$ cat src/rtl/pipe_stall_ctrl_pkg.sv
// Shared stage indices, stall/flush vector constants and FSM encodings
// for the pipeline stall/flush controller.
package pipe_stall_ctrl_pkg;

    localparam int STG_PC    = 0;
    localparam int STG_IFID  = 1;
    localparam int STG_IDEX  = 2;
    localparam int STG_EXMEM = 3;
    localparam int STG_MEMWB = 4;

    // The bubble always goes into the register just past the highest held one.
    function automatic logic [4:0] bubble_after(input logic [4:0] stall_vec);
        return (stall_vec << 1) & ~stall_vec;
    endfunction

    localparam logic [4:0] STALL_NONE = 5'b00000;
    localparam logic [4:0] STALL_LU   = 5'b00011;
    localparam logic [4:0] STALL_DIV  = 5'b00111;
    localparam logic [4:0] STALL_MEM  = 5'b01111;

    localparam logic [4:0] FLUSH_NONE = 5'b00000;
    localparam logic [4:0] FLUSH_LU   = bubble_after(STALL_LU);
    localparam logic [4:0] FLUSH_DIV  = bubble_after(STALL_DIV);
    localparam logic [4:0] FLUSH_MEM  = bubble_after(STALL_MEM);
    localparam logic [4:0] FLUSH_EXC  = 5'b11110;

    typedef enum logic [1:0] {
        ST_RUN      = 2'd0,
        ST_MEM_WAIT = 2'd1,
        ST_DIV_WAIT = 2'd2
    } state_t;

endpackage

$ cat src/rtl/pipe_stall_ctrl_perf_counter.sv
// Saturating cycle counter with enable and synchronous clear.
module stall_perf_counter #(
    parameter int CNT_W = 32
) (
    input  logic             clk,
    input  logic             i_clr,
    input  logic             i_en,
    output logic [CNT_W-1:0] o_cnt
);

    logic [CNT_W-1:0] r_cnt;

    always_ff @(posedge clk) begin
        if (i_clr) begin
            r_cnt <= '0;
        end else if (i_en && (r_cnt != {CNT_W{1'b1}})) begin
            r_cnt <= r_cnt + 1'b1;
        end
    end

    assign o_cnt = r_cnt;

endmodule

$ cat src/rtl/pipe_stall_ctrl.sv
// Stall/flush sequencer for the 5-stage pipeline: load-use, divide wait,
// data-memory wait and EX exceptions.
//
//   state       | meaning
//   ------------+---------------------------------------------------------
//   ST_RUN      | pipeline flowing; single-cycle hazards resolved here
//   ST_MEM_WAIT | waiting for mem_ack; EX exceptions deferred in pend_exc
//   ST_DIV_WAIT | waiting for div_ready; timer counts toward abort
module pipe_stall_ctrl
    import pipe_stall_ctrl_pkg::*;
#(
    parameter int DIV_TIMEOUT = 64,
    parameter int CNT_W       = 32
) (
    input  logic             clk,
    input  logic             rst,
    input  logic             i_id_load_use,
    input  logic             i_ex_div_start,
    input  logic             i_div_ready,
    input  logic             i_mem_req,
    input  logic             i_mem_ack,
    input  logic             i_ex_exception,
    output logic [4:0]       o_stall,
    output logic [4:0]       o_flush,
    output logic             o_div_busy,
    output logic             o_div_err,
    output logic [CNT_W-1:0] o_stall_cnt
);

    localparam int              TMR_W    = $clog2(DIV_TIMEOUT + 1);
    localparam logic [TMR_W-1:0] TMR_LAST = TMR_W'(DIV_TIMEOUT - 1);

    state_t            r_state;
    logic [TMR_W-1:0]  r_timer;
    logic              r_pend_exc;
    logic              r_div_err;

    state_t            w_state_nxt;
    logic [TMR_W-1:0]  w_timer_nxt;
    logic              w_pend_nxt;
    logic              w_div_err_nxt;

    logic              w_mem_stall;
    logic              w_div_stall;
    logic              w_timeout;

    assign w_mem_stall = i_mem_req & ~i_mem_ack;
    assign w_div_stall = i_ex_div_start & ~i_div_ready;
    assign w_timeout   = (r_timer == TMR_LAST) & ~i_div_ready;

    always_ff @(posedge clk) begin
        if (rst) begin
            r_state    <= ST_RUN;
            r_timer    <= '0;
            r_pend_exc <= 1'b0;
            r_div_err  <= 1'b0;
        end else begin
            r_state    <= w_state_nxt;
            r_timer    <= w_timer_nxt;
            r_pend_exc <= w_pend_nxt;
            r_div_err  <= w_div_err_nxt;
        end
    end

    always_comb begin
        w_state_nxt   = r_state;
        w_timer_nxt   = r_timer;
        w_pend_nxt    = r_pend_exc;
        w_div_err_nxt = 1'b0;
        case (r_state)
            ST_RUN: begin
                w_timer_nxt = '0;
                w_pend_nxt  = 1'b0;
                if (!i_ex_exception) begin
                    if (w_mem_stall) begin
                        w_state_nxt = ST_MEM_WAIT;
                    end else if (w_div_stall) begin
                        w_state_nxt = ST_DIV_WAIT;
                        w_timer_nxt = TMR_W'(1);
                    end
                end
            end
            ST_MEM_WAIT: begin
                if (i_mem_ack) begin
                    w_state_nxt = ST_RUN;
                    w_pend_nxt  = 1'b0;
                end else if (i_ex_exception) begin
                    w_pend_nxt  = 1'b1;
                end
            end
            ST_DIV_WAIT: begin
                // A memory stall freezes the pipe, so the timer holds too.
                if (i_ex_exception || i_div_ready) begin
                    w_state_nxt = ST_RUN;
                    w_timer_nxt = '0;
                end else if (w_mem_stall) begin
                    w_timer_nxt = r_timer;
                end else if (w_timeout) begin
                    w_state_nxt   = ST_RUN;
                    w_timer_nxt   = '0;
                    w_div_err_nxt = 1'b1;
                end else begin
                    w_timer_nxt = r_timer + TMR_W'(1);
                end
            end
            default: begin
                w_state_nxt = ST_RUN;
                w_timer_nxt = '0;
                w_pend_nxt  = 1'b0;
            end
        endcase
    end

    always_comb begin
        o_stall = STALL_NONE;
        o_flush = FLUSH_NONE;
        if (!rst) begin
            case (r_state)
                ST_RUN: begin
                    if (i_ex_exception) begin
                        o_flush = FLUSH_EXC;
                    end else if (w_mem_stall) begin
                        o_stall = STALL_MEM;
                        o_flush = FLUSH_MEM;
                    end else if (w_div_stall) begin
                        o_stall = STALL_DIV;
                        o_flush = FLUSH_DIV;
                    end else if (i_id_load_use) begin
                        o_stall = STALL_LU;
                        o_flush = FLUSH_LU;
                    end
                end
                ST_MEM_WAIT: begin
                    if (i_mem_ack) begin
                        if (r_pend_exc || i_ex_exception) begin
                            o_flush = FLUSH_EXC;
                        end
                    end else begin
                        o_stall = STALL_MEM;
                        o_flush = FLUSH_MEM;
                    end
                end
                ST_DIV_WAIT: begin
                    if (i_ex_exception) begin
                        o_flush = FLUSH_EXC;
                    end else if (w_mem_stall) begin
                        o_stall = STALL_MEM;
                        o_flush = FLUSH_MEM;
                    end else if (i_div_ready) begin
                        o_stall = STALL_NONE;
                    end else if (w_timeout) begin
                        o_flush = FLUSH_EXC;
                    end else begin
                        o_stall = STALL_DIV;
                        o_flush = FLUSH_DIV;
                    end
                end
                default: begin
                    o_stall = STALL_NONE;
                end
            endcase
        end
    end

    assign o_div_busy = (r_state == ST_DIV_WAIT);
    assign o_div_err  = r_div_err;

    stall_perf_counter #(
        .CNT_W (CNT_W)
    ) u_perf (
        .clk   (clk),
        .i_clr (rst),
        .i_en  (o_stall[STG_PC]),
        .o_cnt (o_stall_cnt)
    );

endmodule

$ cat config.mk
export PLATFORM = sky130hd
export DESIGN_NAME = pipe_stall_ctrl
export DESIGN_NICKNAME = d
export VERILOG_FILES = /design/src/rtl/pipe_stall_ctrl_pkg.sv /design/src/rtl/pipe_stall_ctrl_perf_counter.sv /design/src/rtl/pipe_stall_ctrl.sv
export SDC_FILE = /design/constraint.sdc
export NUM_CORES = 1
export LEC_CHECK = 0
export BUFFER_PORTS_ARGS = -buffer_cell sky130_fd_sc_hd__buf_2
export CAP_MARGIN = 10
export CORE_ASPECT_RATIO = 0.75
export CORE_MARGIN = 1
export CORE_UTILIZATION = 54
export CTS_CLUSTER_SIZE = 10
export DETAILED_ROUTE_END_ITERATION = 16
export PLACE_DENSITY = 0.79
export SYNTH_ARGS = -nofsm -noshare
export SYNTH_HDL_FRONTEND = slang
export SYNTH_SLANG_ARGS = --single-unit
$ cat constraint.sdc
create_clock -name clk -period 2.6 [get_ports clk]
set_clock_uncertainty 0.05 [all_clocks]
set_input_delay 0.13 -clock clk [delete_from_list [all_inputs] [get_ports clk]]
set_output_delay 0.13 -clock clk [all_outputs]
set_load 0.01 [all_outputs]
==> metrics.txt <==
# TYPE chip_impl_metric gauge
chip_impl_metric{name="groute.layer.met1.usage",unit=""} 0.394
chip_impl_info{name="layout_commonest_cell",value="sky130_fd_sc_hd__buf_2"} 1
chip_impl_metric{name="synthesis.area",unit="µm²"} 2460
chip_impl_metric{name="fillers",unit=""} 355
chip_impl_metric{name="rrSetupSlack",unit="ns"} 0.15
chip_impl_info{name="crit_chain",value="or3b_4 -> or3_1 -> o41ai_4 -> buf_4 -> o21ai_1 -> or4_1 -> a21oi_1"} 1
chip_impl_metric{name="clock_sink_count",unit=""} 43
chip_impl_metric{name="maxCapViolCount",unit=""} 0
chip_impl_metric{name="dp_slack",unit="ns"} -0.610
chip_impl_metric{name="tightestPinTransition",unit="ns"} 0.598
chip_impl_metric{name="dp.final_hpwl",unit="µm"} 4310
chip_impl_metric{name="synthXorXnorAreaFrac",unit=""} 0.00713
chip_impl_metric{name="report.final.slew_viol_count",unit=""} 0
chip_impl_metric{name="total_congestion_overflow",unit=""} 0
chip_impl_metric{name="leakagePower",unit="nW"} 1.18
chip_impl_metric{name="synth.distinct_cells",unit=""} 47
chip_impl_metric{name="drt_first_iter_violations",unit=""} 192
chip_impl_metric{name="synth_seq_cells",unit=""} 43
chip_impl_metric{name="worst-endpoint-arrival",unit="ns"} 2.63
chip_impl_metric{name="via_count_of_the_first_global_routing_pass",unit=""} 2273
chip_impl_metric{name="synth-compound-area-share",unit=""} 0.234
chip_impl_metric{name="min_period_over_period",unit=""} 0.942
chip_impl_metric{name="num_antenna_cells",unit=""} 0
chip_impl_metric{name="max_stage_delay",unit="ns"} 0.52
chip_impl_metric{name="numCtsBuffers",unit=""} 5
chip_impl_info{name="critical-path-top-delay-family",value="simple AND/OR/NAND/NOR gates"} 1
chip_impl_info{name="run_status",value="finished clean"} 1
chip_impl_metric{name="timing_hold_violations_final",unit=""} 0
chip_impl_metric{name="crit_fanout",unit=""} 8
chip_impl_metric{name="synth_cells",unit=""} 310
chip_impl_info{name="setup.worst_path.end_class",value="flop"} 1
chip_impl_metric{name="post_drt_wl_per_cell",unit="µm"} 15.3
chip_impl_metric{name="totalWireLength",unit="µm"} 6420
chip_impl_metric{name="postRouteAntennaNets",unit=""} 0
chip_impl_metric{name="power.ir.vdd_worst",unit="mV"} 0.317
chip_impl_metric{name="post_synth_edffs",unit=""} 0
chip_impl_metric{name="drt_pass1_iterations",unit=""} 5
chip_impl_metric{name="total_switching_power",unit="mW"} 0.322
chip_impl_metric{name="die-width",unit="µm"} 79.9
chip_impl_metric{name="seq_power_share",unit=""} 0.535
chip_impl_metric{name="final-setup-viol-count",unit=""} 0
chip_impl_metric{name="grt_antenna_before_repair",unit=""} 0
chip_impl_metric{name="area_delta_synth_final",unit="%"} 19.9
chip_impl_metric{name="pin_count",unit=""} 52
chip_impl_metric{name="share_clk_of_total_power",unit=""} 0.365
chip_impl_metric{name="detail_route.vias_per_cell",unit=""} 6.35
chip_impl_metric{name="maxClockFrequency",unit="GHz"} 0.408
chip_impl_metric{name="vias",unit=""} 2667
chip_impl_metric{name="post_synthesis_async_set_or_reset_flop_share",unit=""} 0
chip_impl_info{name="most_frequent_cells_in_the_layout",value="49 x sky130_fd_sc_hd__buf_2, 43 x sky130_fd_sc_hd__dfxtp_1, 29 x sky130_fd_sc_hd__a21oi_1, 27 x sky130_fd_sc_hd__nor2_1"} 1
chip_impl_metric{name="gpl.final_weighted_congestion",unit=""} 0.891
chip_impl_metric{name="ys_warns",unit=""} 0
chip_impl_metric{name="power.combinational.fraction",unit=""} 0.100
chip_impl_metric{name="clkLatencyLatePin",unit="ns"} 0.30
chip_impl_metric{name="power_density",unit="nW/µm²"} 423
chip_impl_metric{name="synth.area.mux_share",unit=""} 0.0229
chip_impl_info{name="tritoncts",value="built"} 1
chip_impl_info{name="ctsRootBufferMaster",value="sky130_fd_sc_hd__clkbuf_8"} 1
chip_impl_metric{name="layout_cells_sized_above_1",unit=""} 0.238
chip_impl_metric{name="cp.required",unit="ns"} 2.78
chip_impl_metric{name="rows",unit=""} 20
chip_impl_metric{name="post_route_setup_slack",unit="ns"} 0.150
chip_impl_metric{name="htreeDepth",unit=""} 2
chip_impl_metric{name="number_of_buffers_added_on_ports",unit=""} 49
chip_impl_metric{name="global_route_total_usage_across_every_layer",unit=""} 0.282
chip_impl_info{name="yosys_most_used_dff",value="sky130_fd_sc_hd__dfxtp_1"} 1
chip_impl_metric{name="synthAdderAreaFrac",unit=""} 0.0102
chip_impl_metric{name="fin_worst_hold_slack",unit="ns"} 0.127
chip_impl_metric{name="finalCriticalPeriod",unit="ns"} 2.45
chip_impl_metric{name="power_report.internal_total",unit="mW"} 0.923
chip_impl_info{name="crit_path_top_delay_cell",value="sky130_fd_sc_hd__or4_1"} 1
chip_impl_metric{name="grt_start_max_net_pins",unit=""} 35
chip_impl_metric{name="post_synth.cell_area_avg",unit="µm²"} 7.93
chip_impl_metric{name="critical_path.n_buffers_inverters",unit=""} 1
chip_impl_metric{name="synth-seq-area-share",unit=""} 0.350
chip_impl_metric{name="floorplan.die.height",unit="µm"} 60.4
chip_impl_metric{name="finalPower",unit="mW"} 1.24
chip_impl_metric{name="globalRouteMet2Util",unit=""} 0.441
chip_impl_metric{name="core",unit="µm²"} 4200
chip_impl_metric{name="p_sw_frac",unit=""} 0.259
chip_impl_info{name="hold_class",value="input pin to flop"} 1
chip_impl_metric{name="headroom_to_the_max_slew_limit",unit=""} 0.601
chip_impl_metric{name="groute.layer.met3.usage",unit=""} 0.0586
chip_impl_metric{name="post_synth_and_or_nand_nor_area_fraction",unit=""} 0.323
chip_impl_metric{name="drc",unit=""} 0
chip_impl_info{name="worst_setup_path_start_kind",value="flop"} 1
chip_impl_metric{name="dpl_cell_area",unit="µm²"} 2790
chip_impl_metric{name="clock_path_buffers",unit=""} 2
chip_impl_metric{name="fin_area",unit="µm²"} 2950
chip_impl_metric{name="fp.dieArea",unit="µm²"} 4830
chip_impl_metric{name="nNetsFinal",unit=""} 374
chip_impl_info{name="dominant_combinational_cell_family_by_area_after_synthesis",value="simple AND/OR/NAND/NOR gates"} 1
chip_impl_info{name="criticalPathCategory",value="flop to flop"} 1
chip_impl_info{name="rsz0062_at_grt",value="no"} 1
chip_impl_metric{name="global_route_wire_length_before_repair",unit="µm"} 10600
chip_impl_info{name="gr-max-usage-layer",value="met2"} 1
chip_impl_metric{name="cts.reportedPaths.clkPinSlew",unit="ns"} 0.08
chip_impl_metric{name="start_util",unit=""} 0.585
## per-layer routing
layer  part of all wire  up-vias
met5                  0        -
met4             0.0051        0
met3              0.066        5
met2               0.45      107
met1               0.48     1264
li1                   -     1291
## cell families after synthesis
family	after synthesis
xor+xnor	2
other cells	1
fa+ha+maj	2
flops	43
buf+inv	28
mux	5
compound gates	88
simple gates	141
## cell usage after synthesis, types with 5 or more instances
library cell | number | share of area
sky130_fd_sc_hd__a21oi_1 | 29 | 0.059
sky130_fd_sc_hd__and3_1 | 9 | 0.023
sky130_fd_sc_hd__and4_1 | 5 | 0.018
sky130_fd_sc_hd__clkbuf_1 | 10 | 0.015
sky130_fd_sc_hd__dfxtp_1 | 43 | 0.35
sky130_fd_sc_hd__mux2_2 | 5 | 0.023
sky130_fd_sc_hd__nand2_1 | 16 | 0.024
sky130_fd_sc_hd__nand3_1 | 17 | 0.035
sky130_fd_sc_hd__nand4_1 | 13 | 0.033
sky130_fd_sc_hd__nor2_1 | 27 | 0.041
sky130_fd_sc_hd__nor2b_1 | 12 | 0.031
sky130_fd_sc_hd__nor3_1 | 8 | 0.016
sky130_fd_sc_hd__o21a_1 | 5 | 0.015
sky130_fd_sc_hd__o21ai_0 | 15 | 0.031
sky130_fd_sc_hd__o311ai_0 | 5 | 0.018
sky130_fd_sc_hd__o31ai_1 | 15 | 0.046
sky130_fd_sc_hd__or4_1 | 15 | 0.046
## power by group through the flow
stage / sequential (mW) / combinational, mW / clock, mW
after floorplan: 0.681 / 0.0783 / 0
after global placement: 0.681 / 0.111 / 0
after detailed placement: 0.681 / 0.112 / 0
after CTS: 0.666 / 0.117 / 0.462
after global routing: 0.667 / 0.139 / 0.497
final: 0.666 / 0.125 / 0.454
## area by class of cell
type	instances	area [µm²]	share of cell area
Multi-Input combinational cell	241	1500	0.508
Sequential cell	43	861	0.292
Timing Repair Buffer	67	393	0.133
Clock buffer	6	82.6	0.0280
Tap cell	55	68.8	0.0234
Inverter	6	26.3	0.00892
Clock inverter	2	16.3	0.00552
## worst paths after layout
| path | end | startpoint | cells past startpoint |
|---|---|---|---|
| max | u_perf.o_cnt[12] | r_state[0] | 7 |
| min | r_pend_exc | i_mem_ack | 3 |
| max reg2reg | u_perf.o_cnt[12] | r_state[0] | 7 |
| min reg2reg | r_timer[6] | r_timer[6] | 1 |
## repair_timing
action	4_1_cts	5_1_grt
resized for setup	2	1
cloned	1	0
buffers inserted	0	4
hold buffers	0	0
setup endpoints to repair	9	11
pin swaps	1	2
## per-stage QoR
step | TNS (ns) | util | instances
floorplan | 0 | - | 311
global placement | -2.88 | 0.664 | 407
detailed placement | -4.27 | 0.664 | 407
CTS | 0 | 0.693 | 416
global route | 0 | 0.701 | 420
finish | 0 | 0.701 | 420
## registers in the layout (all words and copies together) (netlist names)
register / flops
o_div_err: 1
r_pend_exc: 1
r_timer: 7
r_state: 2
u_perf.o_cnt: 32
## tightest hold or removal path, cell delays in order
cell,delay [ns]
sky130_fd_sc_hd__buf_2,0.13
sky130_fd_sc_hd__nand3b_1,0.11
sky130_fd_sc_hd__a21oi_1,0.06
(Power assumes the default switching activity.)
